--- config.mk ---
export PLATFORM = sky130hd
export DESIGN_NAME = natv_mbox_flat
export DESIGN_NICKNAME = d
export VERILOG_FILES = /design/src/rtl/natv_mbox_pkg.sv /design/src/rtl/natv_mbox_if.sv /design/src/rtl/natv_mbox_fifo.sv /design/src/rtl/natv_mbox.sv /design/src/flat_wrapper.sv
export SDC_FILE = /design/constraint.sdc
export NUM_CORES = 1
export LEC_CHECK = 0
export ABC_AREA = 1
export ABC_CLOCK_PERIOD_IN_PS = 2300
export CORE_ASPECT_RATIO = 1.4
export CORE_UTILIZATION = 50
export CTS_BUF_LIST = sky130_fd_sc_hd__clkbuf_4
export DETAILED_ROUTE_END_ITERATION = 8
export PLACE_DENSITY = 0.79
export SYNTH_ARGS = -nofsm -noshare
export SYNTH_HDL_FRONTEND = slang
export SYNTH_SLANG_ARGS = --single-unit
--- constraint.sdc ---
create_clock -name clk_i -period 2.3 [get_ports clk_i]
set_input_delay 0.345 -clock clk_i [delete_from_list [all_inputs] [get_ports clk_i]]
set_output_delay 0.345 -clock clk_i [all_outputs]
set_load 0.01 [all_outputs]
--- src/rtl/natv_mbox_pkg.sv ---
// natv_mbox_pkg: shared constants for the native-bus mailbox.
//   - Register offsets as decoded from addr[3:2].
//   - STATUS and CTRL bit positions.
//   - Bus FSM state encoding.
package natv_mbox_pkg;

    localparam logic [1:0] MBOX_DATA = 2'd0;
    localparam logic [1:0] MBOX_STAT = 2'd1;
    localparam logic [1:0] MBOX_CTRL = 2'd2;
    localparam logic [1:0] MBOX_LVL  = 2'd3;

    // STATUS bits
    localparam int STAT_TX_FULL  = 0;
    localparam int STAT_TX_EMPTY = 1;
    localparam int STAT_RX_FULL  = 2;
    localparam int STAT_RX_EMPTY = 3;
    localparam int STAT_OVF      = 4;
    localparam int STAT_UNF      = 5;

    // CTRL bits
    localparam int CTRL_RX_IRQ_EN = 0;
    localparam int CTRL_TX_IRQ_EN = 1;
    localparam int CTRL_TX_FLUSH  = 8;
    localparam int CTRL_RX_FLUSH  = 9;

    typedef enum logic {
        IDLE = 1'b0,
        RESP = 1'b1
    } mbox_state_e;

endpackage

--- src/rtl/natv_mbox_if.sv ---
// natv_mbox_if: native valid/ready request bus between the core wrapper
// (master) and a responder slot (slave).
//   natv_valid_i  request valid, held until natv_ready_o
//   natv_addr_i   byte address
//   natv_wdata_i  write data
//   natv_wstrb_i  byte strobes, all zero means read
//   natv_rdata_o  read data, valid with natv_ready_o
//   natv_ready_o  one-cycle response pulse
interface natv_mbox_if;

    logic        natv_valid_i;
    logic [31:0] natv_addr_i;
    logic [31:0] natv_wdata_i;
    logic [3:0]  natv_wstrb_i;
    logic [31:0] natv_rdata_o;
    logic        natv_ready_o;

    modport master (
        output natv_valid_i,
        output natv_addr_i,
        output natv_wdata_i,
        output natv_wstrb_i,
        input  natv_rdata_o,
        input  natv_ready_o
    );

    modport slave (
        input  natv_valid_i,
        input  natv_addr_i,
        input  natv_wdata_i,
        input  natv_wstrb_i,
        output natv_rdata_o,
        output natv_ready_o
    );

endinterface

--- src/rtl/natv_mbox_fifo.sv ---
// mbox_fifo: synchronous FIFO with push/pop/flush used for both mailbox
// directions.
//   clk_i, rst_i   clock, synchronous active-high reset
//   i_push/i_data  write request and data (ignored when full)
//   i_pop          read request (ignored when empty)
//   i_flush        empties the FIFO; overrides push/pop in the same cycle
//   o_head         entry at the read pointer, zero when empty
//   o_full/o_empty status from the current count
//   o_count        current occupancy
//   o_empty_nxt    emptiness after this cycle's update
module mbox_fifo #(
    parameter int DEPTH = 8,
    parameter int DW    = 8
) (
    input  logic                       clk_i,
    input  logic                       rst_i,
    input  logic                       i_push,
    input  logic [DW-1:0]              i_data,
    input  logic                       i_pop,
    input  logic                       i_flush,
    output logic [DW-1:0]              o_head,
    output logic                       o_full,
    output logic                       o_empty,
    output logic [$clog2(DEPTH):0]     o_count,
    output logic                       o_empty_nxt
);

    localparam int AW = $clog2(DEPTH);
    localparam logic [AW:0] CNT_FULL = (AW+1)'(DEPTH);

    logic [DW-1:0] r_mem [DEPTH];
    logic [AW-1:0] r_wr_ptr;
    logic [AW-1:0] r_rd_ptr;
    logic [AW:0]   r_count;

    logic          w_full;
    logic          w_empty;
    logic          w_do_push;
    logic          w_do_pop;
    logic [AW:0]   w_count_nxt;

    assign w_full  = (r_count == CNT_FULL);
    assign w_empty = (r_count == '0);

    // Full/empty come from the count at the start of the cycle, so a push
    // to a full FIFO is refused even if a pop happens in the same cycle.
    assign w_do_push = i_push & ~w_full  & ~i_flush;
    assign w_do_pop  = i_pop  & ~w_empty & ~i_flush;

    always_comb begin
        w_count_nxt = r_count;
        if (i_flush) begin
            w_count_nxt = '0;
        end else begin
            case ({w_do_push, w_do_pop})
                2'b10:   w_count_nxt = r_count + 1'b1;
                2'b01:   w_count_nxt = r_count - 1'b1;
                default: w_count_nxt = r_count;
            endcase
        end
    end

    always_ff @(posedge clk_i) begin
        if (rst_i) begin
            r_wr_ptr <= '0;
            r_rd_ptr <= '0;
            r_count  <= '0;
        end else begin
            r_count <= w_count_nxt;
            if (i_flush) begin
                r_wr_ptr <= '0;
                r_rd_ptr <= '0;
            end else begin
                if (w_do_push) r_wr_ptr <= r_wr_ptr + 1'b1;
                if (w_do_pop)  r_rd_ptr <= r_rd_ptr + 1'b1;
            end
        end
    end

    // Storage needs no reset: the head is masked while the FIFO is empty.
    always_ff @(posedge clk_i) begin
        if (w_do_push) r_mem[r_wr_ptr] <= i_data;
    end

    assign o_head      = w_empty ? '0 : r_mem[r_rd_ptr];
    assign o_full      = w_full;
    assign o_empty     = w_empty;
    assign o_count     = r_count;
    assign o_empty_nxt = (w_count_nxt == '0);

endmodule

--- src/rtl/natv_mbox.sv ---
// natv_mbox: native-bus mailbox bridging core register accesses to a TX and
// an RX byte stream, with status, control and a level interrupt.
//   clk_i, rst_i      clock, synchronous active-high reset
//   bus               native request bus (slave side)
//   tx_valid_o/data_o TX stream head, tx_ready_i consumer accept
//   rx_valid_i/data_i RX stream producer, rx_ready_o = RX not full
//   irq_o             registered level interrupt
module natv_mbox
    import natv_mbox_pkg::*;
#(
    parameter int DEPTH = 8,
    parameter int DW    = 8
) (
    input  logic          clk_i,
    input  logic          rst_i,
    natv_mbox_if.slave    bus,
    output logic          tx_valid_o,
    output logic [DW-1:0] tx_data_o,
    input  logic          tx_ready_i,
    input  logic          rx_valid_i,
    input  logic [DW-1:0] rx_data_i,
    output logic          rx_ready_o,
    output logic          irq_o
);

    localparam int CW = $clog2(DEPTH) + 1;

    mbox_state_e   r_state;
    mbox_state_e   w_state_nxt;
    logic          w_commit;

    logic [31:0]   r_rdata;
    logic          r_rx_irq_en;
    logic          r_tx_irq_en;
    logic          r_ovf;
    logic          r_unf;
    logic          r_irq;

    logic [1:0]    w_addr;
    logic          w_wr;
    logic          w_tx_push;
    logic          w_rx_pop;
    logic          w_stat_wr;
    logic          w_ctrl_wr_lo;
    logic          w_tx_flush;
    logic          w_rx_flush;
    logic          w_rx_irq_en_nxt;
    logic          w_tx_irq_en_nxt;
    logic [31:0]   w_rdata;

    logic [DW-1:0] w_tx_head;
    logic          w_tx_full;
    logic          w_tx_empty;
    logic [CW-1:0] w_tx_count;
    logic          w_tx_empty_nxt;

    logic [DW-1:0] w_rx_head;
    logic          w_rx_full;
    logic          w_rx_empty;
    logic [CW-1:0] w_rx_count;
    logic          w_rx_empty_nxt;

    logic          w_unused;

    // ---------------- bus FSM ----------------
    always_ff @(posedge clk_i) begin
        if (rst_i) r_state <= IDLE;
        else       r_state <= w_state_nxt;
    end

    always_comb begin
        w_state_nxt = r_state;
        w_commit    = 1'b0;
        case (r_state)
            IDLE: begin
                if (bus.natv_valid_i) begin
                    w_commit    = 1'b1;
                    w_state_nxt = RESP;
                end
            end
            RESP:    w_state_nxt = IDLE;
            default: w_state_nxt = IDLE;
        endcase
    end

    // Reset is synchronous, so the state is still RESP during a reset cycle;
    // masking with rst_i keeps an aborted request from pulsing ready.
    assign bus.natv_ready_o = (r_state == RESP) & ~rst_i;
    assign bus.natv_rdata_o = r_rdata;

    // ---------------- decode ----------------
    assign w_addr       = bus.natv_addr_i[3:2];
    assign w_wr         = |bus.natv_wstrb_i;
    assign w_tx_push    = w_commit & w_wr & (w_addr == MBOX_DATA) & bus.natv_wstrb_i[0];
    assign w_rx_pop     = w_commit & ~w_wr & (w_addr == MBOX_DATA);
    assign w_stat_wr    = w_commit & w_wr & (w_addr == MBOX_STAT) & bus.natv_wstrb_i[0];
    assign w_ctrl_wr_lo = w_commit & w_wr & (w_addr == MBOX_CTRL) & bus.natv_wstrb_i[0];
    assign w_tx_flush   = w_commit & w_wr & (w_addr == MBOX_CTRL) & bus.natv_wstrb_i[1]
                          & bus.natv_wdata_i[CTRL_TX_FLUSH];
    assign w_rx_flush   = w_commit & w_wr & (w_addr == MBOX_CTRL) & bus.natv_wstrb_i[1]
                          & bus.natv_wdata_i[CTRL_RX_FLUSH];

    assign w_rx_irq_en_nxt = w_ctrl_wr_lo ? bus.natv_wdata_i[CTRL_RX_IRQ_EN] : r_rx_irq_en;
    assign w_tx_irq_en_nxt = w_ctrl_wr_lo ? bus.natv_wdata_i[CTRL_TX_IRQ_EN] : r_tx_irq_en;

    // ---------------- FIFOs ----------------
    mbox_fifo #(.DEPTH(DEPTH), .DW(DW)) u_tx_fifo (
        .clk_i       (clk_i),
        .rst_i       (rst_i),
        .i_push      (w_tx_push),
        .i_data      (bus.natv_wdata_i[DW-1:0]),
        .i_pop       (tx_ready_i),
        .i_flush     (w_tx_flush),
        .o_head      (w_tx_head),
        .o_full      (w_tx_full),
        .o_empty     (w_tx_empty),
        .o_count     (w_tx_count),
        .o_empty_nxt (w_tx_empty_nxt)
    );

    mbox_fifo #(.DEPTH(DEPTH), .DW(DW)) u_rx_fifo (
        .clk_i       (clk_i),
        .rst_i       (rst_i),
        .i_push      (rx_valid_i),
        .i_data      (rx_data_i),
        .i_pop       (w_rx_pop),
        .i_flush     (w_rx_flush),
        .o_head      (w_rx_head),
        .o_full      (w_rx_full),
        .o_empty     (w_rx_empty),
        .o_count     (w_rx_count),
        .o_empty_nxt (w_rx_empty_nxt)
    );

    assign tx_valid_o = ~w_tx_empty;
    assign tx_data_o  = w_tx_head;
    assign rx_ready_o = ~w_rx_full;

    // ---------------- read mux ----------------
    always_comb begin
        w_rdata = '0;
        case (w_addr)
            MBOX_DATA: w_rdata[DW-1:0] = w_rx_head;
            MBOX_STAT: begin
                w_rdata[STAT_TX_FULL]  = w_tx_full;
                w_rdata[STAT_TX_EMPTY] = w_tx_empty;
                w_rdata[STAT_RX_FULL]  = w_rx_full;
                w_rdata[STAT_RX_EMPTY] = w_rx_empty;
                w_rdata[STAT_OVF]      = r_ovf;
                w_rdata[STAT_UNF]      = r_unf;
            end
            MBOX_CTRL: begin
                w_rdata[CTRL_RX_IRQ_EN] = r_rx_irq_en;
                w_rdata[CTRL_TX_IRQ_EN] = r_tx_irq_en;
            end
            MBOX_LVL: begin
                w_rdata[CW-1:0]  = w_tx_count;
                w_rdata[8 +: CW] = w_rx_count;
            end
            default: w_rdata = '0;
        endcase
    end

    // ---------------- registers ----------------
    always_ff @(posedge clk_i) begin
        if (rst_i) begin
            r_rdata     <= '0;
            r_rx_irq_en <= 1'b0;
            r_tx_irq_en <= 1'b0;
            r_ovf       <= 1'b0;
            r_unf       <= 1'b0;
            r_irq       <= 1'b0;
        end else begin
            if (w_commit) r_rdata <= w_wr ? '0 : w_rdata;
            r_rx_irq_en <= w_rx_irq_en_nxt;
            r_tx_irq_en <= w_tx_irq_en_nxt;

            if (w_tx_push & w_tx_full)
                r_ovf <= 1'b1;
            else if (w_stat_wr & bus.natv_wdata_i[STAT_OVF])
                r_ovf <= 1'b0;

            if (w_rx_pop & w_rx_empty)
                r_unf <= 1'b1;
            else if (w_stat_wr & bus.natv_wdata_i[STAT_UNF])
                r_unf <= 1'b0;

            // Evaluated on the state this edge produces, not the old state.
            r_irq <= (w_rx_irq_en_nxt & ~w_rx_empty_nxt) | (w_tx_irq_en_nxt & w_tx_empty_nxt);
        end
    end

    assign irq_o = r_irq;

    assign w_unused = ^{bus.natv_addr_i[31:4], bus.natv_addr_i[1:0], bus.natv_wdata_i[31:10]};

endmodule

--- src/flat_wrapper.sv ---
// flat-port wrapper written by rule: the top's interface ports become plain ports
module natv_mbox_flat import natv_mbox_pkg::*;
#(
    parameter int DEPTH = 8,
    parameter int DW    = 8
)
  (clk_i, rst_i, tx_valid_o, tx_data_o, tx_ready_i, rx_valid_i, rx_data_i, rx_ready_o, irq_o, bus_natv_valid_i, bus_natv_addr_i, bus_natv_wdata_i, bus_natv_wstrb_i, bus_natv_rdata_o, bus_natv_ready_o);
  natv_mbox_if bus_i ();
  input  logic clk_i;
  input  logic rst_i;
  output logic tx_valid_o;
  output logic [DW-1:0] tx_data_o;
  input  logic tx_ready_i;
  input  logic rx_valid_i;
  input  logic [DW-1:0] rx_data_i;
  output logic rx_ready_o;
  output logic irq_o;
  input wire logic [$bits(bus_i.natv_valid_i)-1:0] bus_natv_valid_i;
  input wire logic [$bits(bus_i.natv_addr_i)-1:0] bus_natv_addr_i;
  input wire logic [$bits(bus_i.natv_wdata_i)-1:0] bus_natv_wdata_i;
  input wire logic [$bits(bus_i.natv_wstrb_i)-1:0] bus_natv_wstrb_i;
  output wire logic [$bits(bus_i.natv_rdata_o)-1:0] bus_natv_rdata_o;
  output wire logic [$bits(bus_i.natv_ready_o)-1:0] bus_natv_ready_o;
  assign bus_i.natv_valid_i = bus_natv_valid_i;
  assign bus_i.natv_addr_i = bus_natv_addr_i;
  assign bus_i.natv_wdata_i = bus_natv_wdata_i;
  assign bus_i.natv_wstrb_i = bus_natv_wstrb_i;
  assign bus_natv_rdata_o = bus_i.natv_rdata_o;
  assign bus_natv_ready_o = bus_i.natv_ready_o;
  natv_mbox #(.DEPTH(DEPTH), .DW(DW)) u_core (.clk_i(clk_i), .rst_i(rst_i), .bus(bus_i), .tx_valid_o(tx_valid_o), .tx_data_o(tx_data_o), .tx_ready_i(tx_ready_i), .rx_valid_i(rx_valid_i), .rx_data_i(rx_data_i), .rx_ready_o(rx_ready_o), .irq_o(irq_o));
endmodule
==> results of run 1 <==
area by class of cell:
type                    instances  share of cell area
repair buffers                139               0.129
clock inverters                15              0.0204
diodes                          1            0.000272
inverters                      50              0.0218
flip-flops and latches        172               0.515
well taps                     189              0.0257
clock buffers                  17              0.0139
multi-input cells             484               0.274
report_power, final:
group | switching [W] | internal, W
clock network | 0.00118 | 0.000617
logic | 0.00112 | 0.000922
registers | 0.0000832 | 0.00344
metrics by stage:
| step | total power [W] | setup TNS [ns] |
|---|---|---|
| final | 0.00736 | 0 |
| after detailed placement | 0.00541 | -6.42 |
| after global placement | 0.00537 | -5.01 |
| after floorplan | 0.00459 | 0 |
| after CTS | 0.00724 | -0.0408 |
| after global routing | 0.00772 | -0.175 |
per-layer routing:
metal / routed length [um] / part of all wire / vias to the layer above
li1: - / - / 2732
met5: 0 / 0 / -
met2: 9010 / 0.56 / 162
met3: 666 / 0.041 / 35
met4: 440 / 0.027 / 0
met1: 5970 / 0.37 / 2559
flip-flops by register name (all words and copies together) (netlist names), 3 cells and up, named ones only:
| register | count |
|---|---|
| u_core.u_rx_fifo.o_count | 4 |
| u_core.u_rx_fifo.r_mem | 64 |
| u_core.u_tx_fifo.r_rd_ptr | 3 |
| u_core.u_tx_fifo.r_wr_ptr | 3 |
| u_core.u_rx_fifo.r_rd_ptr | 3 |
| u_core.u_rx_fifo.r_wr_ptr | 3 |
| u_core.bus.natv_rdata_o | 12 |
| u_core.u_tx_fifo.o_count | 4 |
| u_core.u_tx_fifo.r_mem | 64 |
synth_stat cells, types with 4 or more instances:
library cell	count
buf_4	21
dfxtp_1	44
clkbuf_1	11
nor3_1	4
o211ai_1	4
o21ai_0	52
nor2_1	131
nor2_4	4
nand3_1	41
inv_2	5
a21oi_1	34
ha_1	10
nand2_4	4
nand2_1	128
edfxtp_1	128
inv_1	42
buf_2	11
o32ai_1	16
nand2_2	4
worst paths after layout:
path                               from                         end  slack, ns
max                           flip-flop                tx_data_o[2]       0.05
min                    bus_natv_valid_i              u_core.r_state       0.37
max reg2reg              u_core.r_state                u_core.irq_o       0.13
min reg2reg  u_core.bus.natv_rdata_o[2]  u_core.bus.natv_rdata_o[2]       0.48
timing repair:
item | in CTS | in global routing
endpoints found under the setup margin | 10 | 12
cloned | 2 | 0
hold buffers | 0 | 0
endpoints found under the hold margin | 0 | 0
pin swaps | 5 | 24
gates resized for setup | 36 | 61
setup buffers | 4 | 5
worst reg2reg max path: stages (launching register included):
cell and delay, ns:
dfxtp_2 0.37, inv_2 0.08, nand2_4 0.05, nor2_4 0.14, nand2_4 0.07, inv_4 0.06, nor2_4 0.04, ha_4 0.16
nand2_1 0.09, inv_2 0.06, nor2_4 0.12, ha_1 0.23, nand2_1 0.06, o21ai_1 0.07, nor2_1 0.15, nand3_2 0.12
a21oi_2 0.15, nand2_1 0.06, nand2_1 0.06
cell families (layout without fill, tap and decap cells):
logic type,after synthesis,in the layout,synth area share
adders and majority gates,10,10,0.0168
xor gates and xnor gates,5,5,0.00587
AOI/OAI and AO/OA,116,116,0.0900
and+or+nand+nor,333,333,0.193
DFF,172,172,0.633
other,1,21,0.000503
buffers and inverters,94,221,0.0607
==> run metrics, run 1 <==
Max Clock Freq 445 MHz; # placed instances 1024; PortBufs 52; per-cell routed wire length between 15 and 20 um; row count 52; WS Path Type reg2out; Synth cell types 42; core area 0.0145 mm^2; worst slack at placement -0.507 ns; layout cells sized above 1 0.231; CP Launch Type flip-flop; hold path depth 4; Num Clock Sinks 172; M1 GR Usage 0.218; Pwr Density 800 mW/mm^2; # H-tree levels 4; global route overflow 0; Mean Syn Cell Area just over 10 um^2; routability-driven placement congestion ratio 0.823; static leakage 3.56 nW; Global Route Usage Sum 0.213; final std cells w/o fill between 1k and 1.5k; DR pass1 iterations 5; dpl hpwl 11100 um; detailed-route via count 5488; worst reg-to-reg path cell count 18; Die Ht 147 um; Final period util 0.977; Tmin final 2.25 ns; I/O pin count 125; vias per cell about 5.1; sequential cell area 0.00474 mm^2; EDFF count, synth 128; Crit-path slowest cell dfxtp_4; Async SR Flop Fraction 0; placed instance area 0.00864 mm^2; die width 105 um; buffer depth of the longest clock path 2; layer with the highest usage met2; Synth Flop Type edfxtp_1; Post-Syn Instances 731; most common cell after layout, fill and taps aside edfxtp_1; CP required 1.96 ns; VDD IR max 0.527 mV; root buf cell clkbuf_4; Max Cap Violations 0; Crit. path cell count 8; Post-Route WL between 15000 and 20000 um; first-pass GRT wire length roughly 25000 um; Synth area leader edfxtp_1; multi-input logic area 0.00252 mm^2; Critical Path AT about 1.9 ns; setup skew after layout 0.0250 ns; DRT antenna net count 0; register area share after synthesis 0.633; Critical Path End Type output pin; Critical Path Fanout Max 8; Reg clk slew, reported paths around 0.15 ns; CTS tree yes; most frequent cells in the layout edfxtp_1 (128), nor2_1 (123), nand2_1 (122), buf_4 (82), o21ai_0 (47); Post-Syn Area 0.00746 mm^2; outcome complete, no violations; CP cell instances inv_4 -> buf_6 -> buf_4 -> nor2_2 -> o32ai_1 -> o21ai_1 -> nor2_1 -> dlygate4sd2_1; Util after Layout 0.634; Layout Area Growth over Synthesis 23.3%; Fillers 1110; initial core utilization 0.514; DR iter-0 viols ~250; met3 usage 0.0397; Final Setup Violations 0; max-slew violations 0; Final nets 955; Synth top area share 0.515; CP peak stage delay 0.42 ns; Buf/Inv on CP 4; Hold/Removal Path Class in2reg; dominant cells by area after synthesis edfxtp_1 (52%), dfxtp_1 (12%), nor2_1 (6.6%); Fin Hold WS 0.365 ns; vias in the first global route 5236; Die ar. 0.0154 mm^2; largest net degree at the start of global routing 31; Worst-Skew Late Latency 0.56 ns; setup ws final 0.0521 ns; cts bufs inserted 17; met2 usage 0.409; Yosys reg bits 172; Yosys warning count 0; post-route cell area 0.00920 mm^2; DRC 0; antenna violations before repair 1; crit-path leading delay family buffers and inverters; unrepaired setup endpoints after global routing true; Final Hold Fails 0
Power figures use the tool's default switching activity.
==> run 2, diff against run 1 <==
--- a/config.mk
+++ b/config.mk
@@ -6,12 +6,12 @@
 export NUM_CORES = 1
 export LEC_CHECK = 0
 export ABC_AREA = 1
-export ABC_CLOCK_PERIOD_IN_PS = 2300
 export CORE_ASPECT_RATIO = 1.4
 export CORE_UTILIZATION = 50
 export CTS_BUF_LIST = sky130_fd_sc_hd__clkbuf_4
 export DETAILED_ROUTE_END_ITERATION = 8
 export PLACE_DENSITY = 0.79
+export REMOVE_ABC_BUFFERS = 1
 export SYNTH_ARGS = -nofsm -noshare
 export SYNTH_HDL_FRONTEND = slang
 export SYNTH_SLANG_ARGS = --single-unit
==> run 2 against run 1 <==
  * The run now ends with negative setup slack left
  * Critical endpoint is now tx_data_o[1]
  * Clock power about the same
  * Critical path type unchanged
  * Sequential power is essentially flat
  * Critical path depth down 1
  * Hold slack better by 0.090 ns
  * Highest routed layer unchanged
  * Routed wire length grew 7.6%
  * Via count up 1.8%
==> run metrics, run 2 (synthesis gave the netlist of run 1 again) <==
outcome finished, violations left; failing checks negative setup slack; static leakage 3.55 nW (-0.27%); hold wc startpoint rx_data_i[6]; die width 105 um (unchanged); cts bufs inserted 17 (unchanged); Global Route Usage Sum 0.227 (+0.0138); Crit Reg-Reg Startpoint u_core.u_rx_fifo.o_count[1]; Worst-Skew Late Latency 0.58 ns (+0.02 ns); detailed-route via count 5587 (+1.8%); row count 52 (unchanged); VDD IR max 0.663 mV (+26%); worst slack at placement -0.473 ns (+0.0331 ns); placed instance area 0.00862 mm^2 (-0.17%); initial core utilization 0.514 (unchanged); per-cell routed wire length 16.2 um (+7.7%); max-slew violations 0 (unchanged); DR iter-0 viols 403 (+64%); antenna violations before repair 1 (unchanged); Tmin final 2.32 ns (+0.0751 ns); Layout Area Growth over Synthesis 23.9%; WS Path Type reg2out; Final nets 954 (-0.10%); Reg clk slew, reported paths 0.16 ns (about the same); PortBufs 52 (unchanged); setup skew after layout 0.0213 ns (-0.00364 ns); Critical Path Fanout Max 8 (unchanged); dpl hpwl 10900 um (-1.8%); DRC 0 (unchanged); Die ar. 0.0154 mm^2 (unchanged); vias per cell 5.24 (+1.9%); vias in the first global route 5484 (+4.7%); Critical Path AT 1.98 ns (+0.08 ns); Post-Route WL 17300 um (+7.6%); setup ws final -0.0230 ns (-0.0751 ns); I/O pin count 125 (unchanged); CTS tree yes; routability-driven placement congestion ratio 0.841 (+2.2%); # H-tree levels 4 (unchanged); most frequent cells in the layout edfxtp_1 (128), nand2_1 (127), nor2_1 (120), buf_4 (76), clkdlybuf4s50_1 (44); CP required 1.96 ns (about the same); Final Setup Violations 1 (+1); Die Ht 147 um (unchanged); core area 0.0145 mm^2 (unchanged); Num Clock Sinks 172 (unchanged); post-route cell area 0.00925 mm^2 (+0.48%); Max Clock Freq 430 MHz (-3.2%); most common cell after layout, fill and taps aside edfxtp_1; DR pass1 iterations 6 (+1); Final Hold Fails 0 (unchanged); first-pass GRT wire length 26600 um (+6.0%); Hold/Removal Path Class in2reg; largest net degree at the start of global routing 35 (+13%); Fin Hold WS 0.455 ns (+0.0902 ns); Critical Path End Type output pin; unrepaired setup endpoints after global routing true; buffer depth of the longest clock path 2 (unchanged); global route overflow 0 (unchanged); root buf cell clkbuf_4; layout cells sized above 1 0.219 (-0.0123); Max Cap Violations 0 (unchanged); DRT antenna net count 0 (unchanged); Pwr Density 823 mW/mm^2 (+2.9%); CP Launch Type flip-flop; Final period util 1.01 (+0.0327)
==> run 2: cell types whose count changed in the layout (fill, tap and decap cells not counted), moves of 4 or more <==
cell	before	now
buf_4	82	76
inv_1	34	41
inv_2	11	5
nand2_1	122	127
nand2_2	9	5
o21ai_0	47	42
o21ai_1	6	11
o32ai_1	10	5
o32ai_2	6	11
==> run 2: final timing paths <==
path / slack, ns / cells after the start / to
setup / recovery: -0.02 / 7 / tx_data_o[1]
hold / removal: 0.46 / 1 / u_core.u_rx_fifo.r_mem[7][6]
setup reg to reg: 0.10 / 18 / u_core.irq_o
hold reg to reg: 0.48 / 2 / u_core.bus.natv_rdata_o[10]
==> run 2: layout make-up <==
cell class	count	area, um^2
timing repair buffer	138	1260
tap	189	236
antenna	1	2.50
clock buffer	17	128
fill	1127	5260
sequential	172	4740
clock inverter	15	186
inverter	50	203
multi-input combinational	484	2490
==> run 2: what timing repair did <==
action / 4_1_cts / 5_1_grt
setup buffers: 0 / 7
setup endpoints to repair: 10 / 13
hold buffers: 0 / 0
gates cloned: 2 / 2
hold endpoints to repair: 0 / 0
pin swaps: 3 / 12
resized for setup: 46 / 44
==> run 2: critical path, cell delays in order, from the launching register on <==
cell,delay [ns]
dfxtp_4,0.44
inv_8,0.11
buf_12,0.13
nor2_4,0.03
o32ai_2,0.29
o21ai_1,0.12
nor2_1,0.14
buf_2,0.15
==> run 2: stage by stage <==
step                      utilization  power (W)  std cells  setup TNS [ns]
after floorplan                     -    0.00451        706               0
after global placement          0.594    0.00536       1022           -5.93
after detailed placement        0.594    0.00540       1022           -8.11
after CTS                       0.624    0.00730       1056        -0.00956
after global routing            0.637    0.00797       1066          -0.452
final                           0.637    0.00761       1066         -0.0230
==> run 2: power breakdown <==
part           leakage [nW]  switching, W  internal [W]
Combinational          1.87       0.00117       0.00114
Clock                 0.160       0.00125      0.000527
Sequential             1.52     0.0000885       0.00344
==> run 2: per-layer routing <==
layer,wire length [um],global-route usage,vias up
met5,0,0,-
met4,332,0.0937,0
met3,746,0.0402,32
met2,9740,0.430,192
met1,6490,0.246,2633
li1,-,-,2730
==> run 3, diff against run 2 <==
--- a/config.mk
+++ b/config.mk
@@ -7,10 +7,10 @@
 export LEC_CHECK = 0
 export ABC_AREA = 1
 export CORE_ASPECT_RATIO = 1.4
-export CORE_UTILIZATION = 50
+export CORE_UTILIZATION = 40
 export CTS_BUF_LIST = sky130_fd_sc_hd__clkbuf_4
 export DETAILED_ROUTE_END_ITERATION = 8
-export PLACE_DENSITY = 0.79
+export PLACE_DENSITY = 0.65
 export REMOVE_ABC_BUFFERS = 1
 export SYNTH_ARGS = -nofsm -noshare
 export SYNTH_HDL_FRONTEND = slang
==> run 3 against run 2 <==
  * Cell area rose by 0.12%
  * Clock power rose by 3%
  * Critical path type unchanged
  * The flow now finishes without violations
  * Hold slack improved by 0.0083 ns
==> run metrics, run 3 (synthesis gave the netlist of run 1 again) <==
outcome complete, no violations; Post-Route WL 16800 um (-2.7%); Tmin final 2.25 ns (-0.0716 ns); Slew @ Worst Pin 0.547 ns; dpl hpwl 11500 um (+5.9%); cts bufs inserted 17 (unchanged); Hold/Removal Path Class in2reg; core area 0.0181 mm^2 (+25%); initial core utilization 0.411 (-0.103); Global Route Usage Sum 0.181 (-0.0464); I/O pin count 125 (unchanged); Flop pwr share 0.467 (+0.004); part of the power in the clock network 0.242 (+0.009); Final period util 0.979 (-0.0311); DRT antenna net count 0 (unchanged); worst reg-to-reg path cell count 19 (+1); DR iter-0 viols 303 (-25%); Layout Area Growth over Synthesis 24.1%; layout cells sized above 1 0.210 (-0.00961); largest net degree at the start of global routing 35 (unchanged); Max-slew headroom 0.635; Max Clock Freq 444 MHz (+3.2%); static leakage 3.56 nW (+0.27%); Util after Layout 0.510 (-0.127); Critical Path AT 1.91 ns (-0.07 ns); Critical Path End Type output pin; row count 58 (+12%); Pwr Density 810 mW/mm^2 (-1.6%); vias in the first global route 5267 (-4.0%); setup skew after layout 0.0162 ns (-0.00507 ns); Reg clk slew, reported paths 0.16 ns (about the same); Critical Path Fanout Max 6 (-2); Fillers 1664 (+48%); hold path depth 1 (unchanged); antenna violations before repair 1 (unchanged); detailed-route via count 5410 (-3.2%); WS Path Type reg2out; routability-driven placement congestion ratio 0.789 (-6.1%); sequential cell area 0.00473 mm^2 (-0.13%); combinational power share 0.291 (-0.013); FF-to-FF setup slack 0.12 ns (+0.02 ns); Worst-Skew Late Latency 0.59 ns (about the same); multi-input logic area 0.00246 mm^2 (-1.5%); unrepaired setup endpoints after global routing true; Die ar. 0.0192 mm^2 (+25%); r2r endpoint u_core.irq_o; per-cell routed wire length 15.0 um (-7.3%); CP Launch Type flip-flop; Final nets 956 (+0.21%); first-pass GRT wire length 26200 um (-1.3%); PortBufs 52 (unchanged); global route overflow 0 (unchanged); CTS tree yes; Final Setup Violations 0 (-1); hold wc startpoint rx_data_i[3]; Final Hold Fails 0 (unchanged); Min-Delay Endpoint u_core.u_rx_fifo.r_mem[0][3]; vias per cell 4.83 (-7.8%); buffer depth of the longest clock path 2 (unchanged); Num Clock Sinks 172 (unchanged); Max Cap Violations 0 (unchanged); most frequent cells in the layout edfxtp_1 (128), nor2_1 (126), nand2_1 (125), buf_4 (77), o21ai_0 (45); Internal 0.00511 W (about the same); Psw 0.00239 W (-4.6%); # H-tree levels 4 (unchanged); switching share of power 0.319 (-0.0105); max-slew violations 0 (unchanged); DR pass1 iterations 4 (-2); root buf cell clkbuf_4; most common cell after layout, fill and taps aside edfxtp_1; setup ws final 0.0485 ns (+0.0716 ns); worst slack at placement -0.450 ns (+0.0233 ns); die width 117 um (+12%); DRC 0 (unchanged); VDD IR max 0.575 mV (-13%); CP required 1.96 ns (about the same); Die Ht 164 um (+12%); Crit Reg-Reg Startpoint u_core.u_rx_fifo.o_count[0]
[run 3: cell types whose count changed in the layout (fill, tap and decap cells not counted), moves of 3 or more]
| cell | delta |
|---|---|
| nor2_1 | +6 |
| inv_6 | +4 |
| nor2_2 | -4 |
| clkdlybuf4s15_2 | +3 |
| dfxtp_1 | +3 |
| o21ai_0 | +3 |
| o21ai_1 | -3 |
[run 3: worst max path at each step]
stage	to	slack (ns)	cells past startpoint
final	tx_data_o[1]	0.05	8
after global routing	u_core.irq_o	-0.08	16
after CTS	tx_data_o[0]	-0.04	7
after detailed placement	u_core.irq_o	-0.45	22
after global placement	u_core.irq_o	-0.43	18
after floorplan	u_core.irq_o	0.0005	16
[run 3: power groups by stage]
stage | Sequential (W) | Combinational [W] | Clock (W)
after global placement | 0.00355 | 0.00187 | 0
after detailed placement | 0.00355 | 0.00188 | 0
after floorplan | 0.00359 | 0.000915 | 0
after CTS | 0.00349 | 0.00192 | 0.00187
after global routing | 0.00352 | 0.00239 | 0.00197
final | 0.00351 | 0.00218 | 0.00182
[run 3: layout make-up]
type,count,area share
multi-input cells,484,0.265
clock buffers,17,0.0138
clock inverters,15,0.0201
flip-flops and latches,172,0.511
inverters,50,0.0216
diodes,1,0.000270
repair buffers,140,0.135
well taps,240,0.0324
[run 3: stage by stage]
| step | power [W] | instances | cell area, um^2 | hold WS [ns] | setup TNS (ns) |
|---|---|---|---|---|---|
| after floorplan | 0.00451 | 706 | 7280 | 0.414 | 0 |
| after global placement | 0.00541 | 1078 | 8710 | 0.454 | -10.16 |
| after detailed placement | 0.00543 | 1078 | 8710 | 0.459 | -10.93 |
| after CTS | 0.00729 | 1111 | 9080 | 0.407 | -0.0431 |
| after global routing | 0.00788 | 1119 | 9260 | 0.453 | -0.440 |
| final | 0.00750 | 1119 | 9260 | 0.464 | 0 |
[run 3: repair_timing]
action | in CTS | in global routing
pin swaps | 1 | 14
resized for setup | 44 | 36
cloned | 1 | 2
buffers inserted | 0 | 5
hold buffers | 0 | 0
endpoints found under the setup margin | 10 | 13
[run 3: layer usage]
layer | vias up | wire length (um) | global-route usage
li1 | 2738 | - | -
met1 | 2531 | 6780 | 0.193
met2 | 110 | 9060 | 0.343
met3 | 31 | 594 | 0.0381
met4 | 0 | 405 | 0.0756
met5 | - | 0 | 0
[run 3: worst max-delay path: stages (launching register included)]
cell and delay (ns):
dfxtp_4 0.43, buf_8 0.14, buf_6 0.12, buf_6 0.10, nor2_2 0.03, o32ai_2 0.19, nor2_1 0.07, nor2_1 0.10
buf_2 0.14
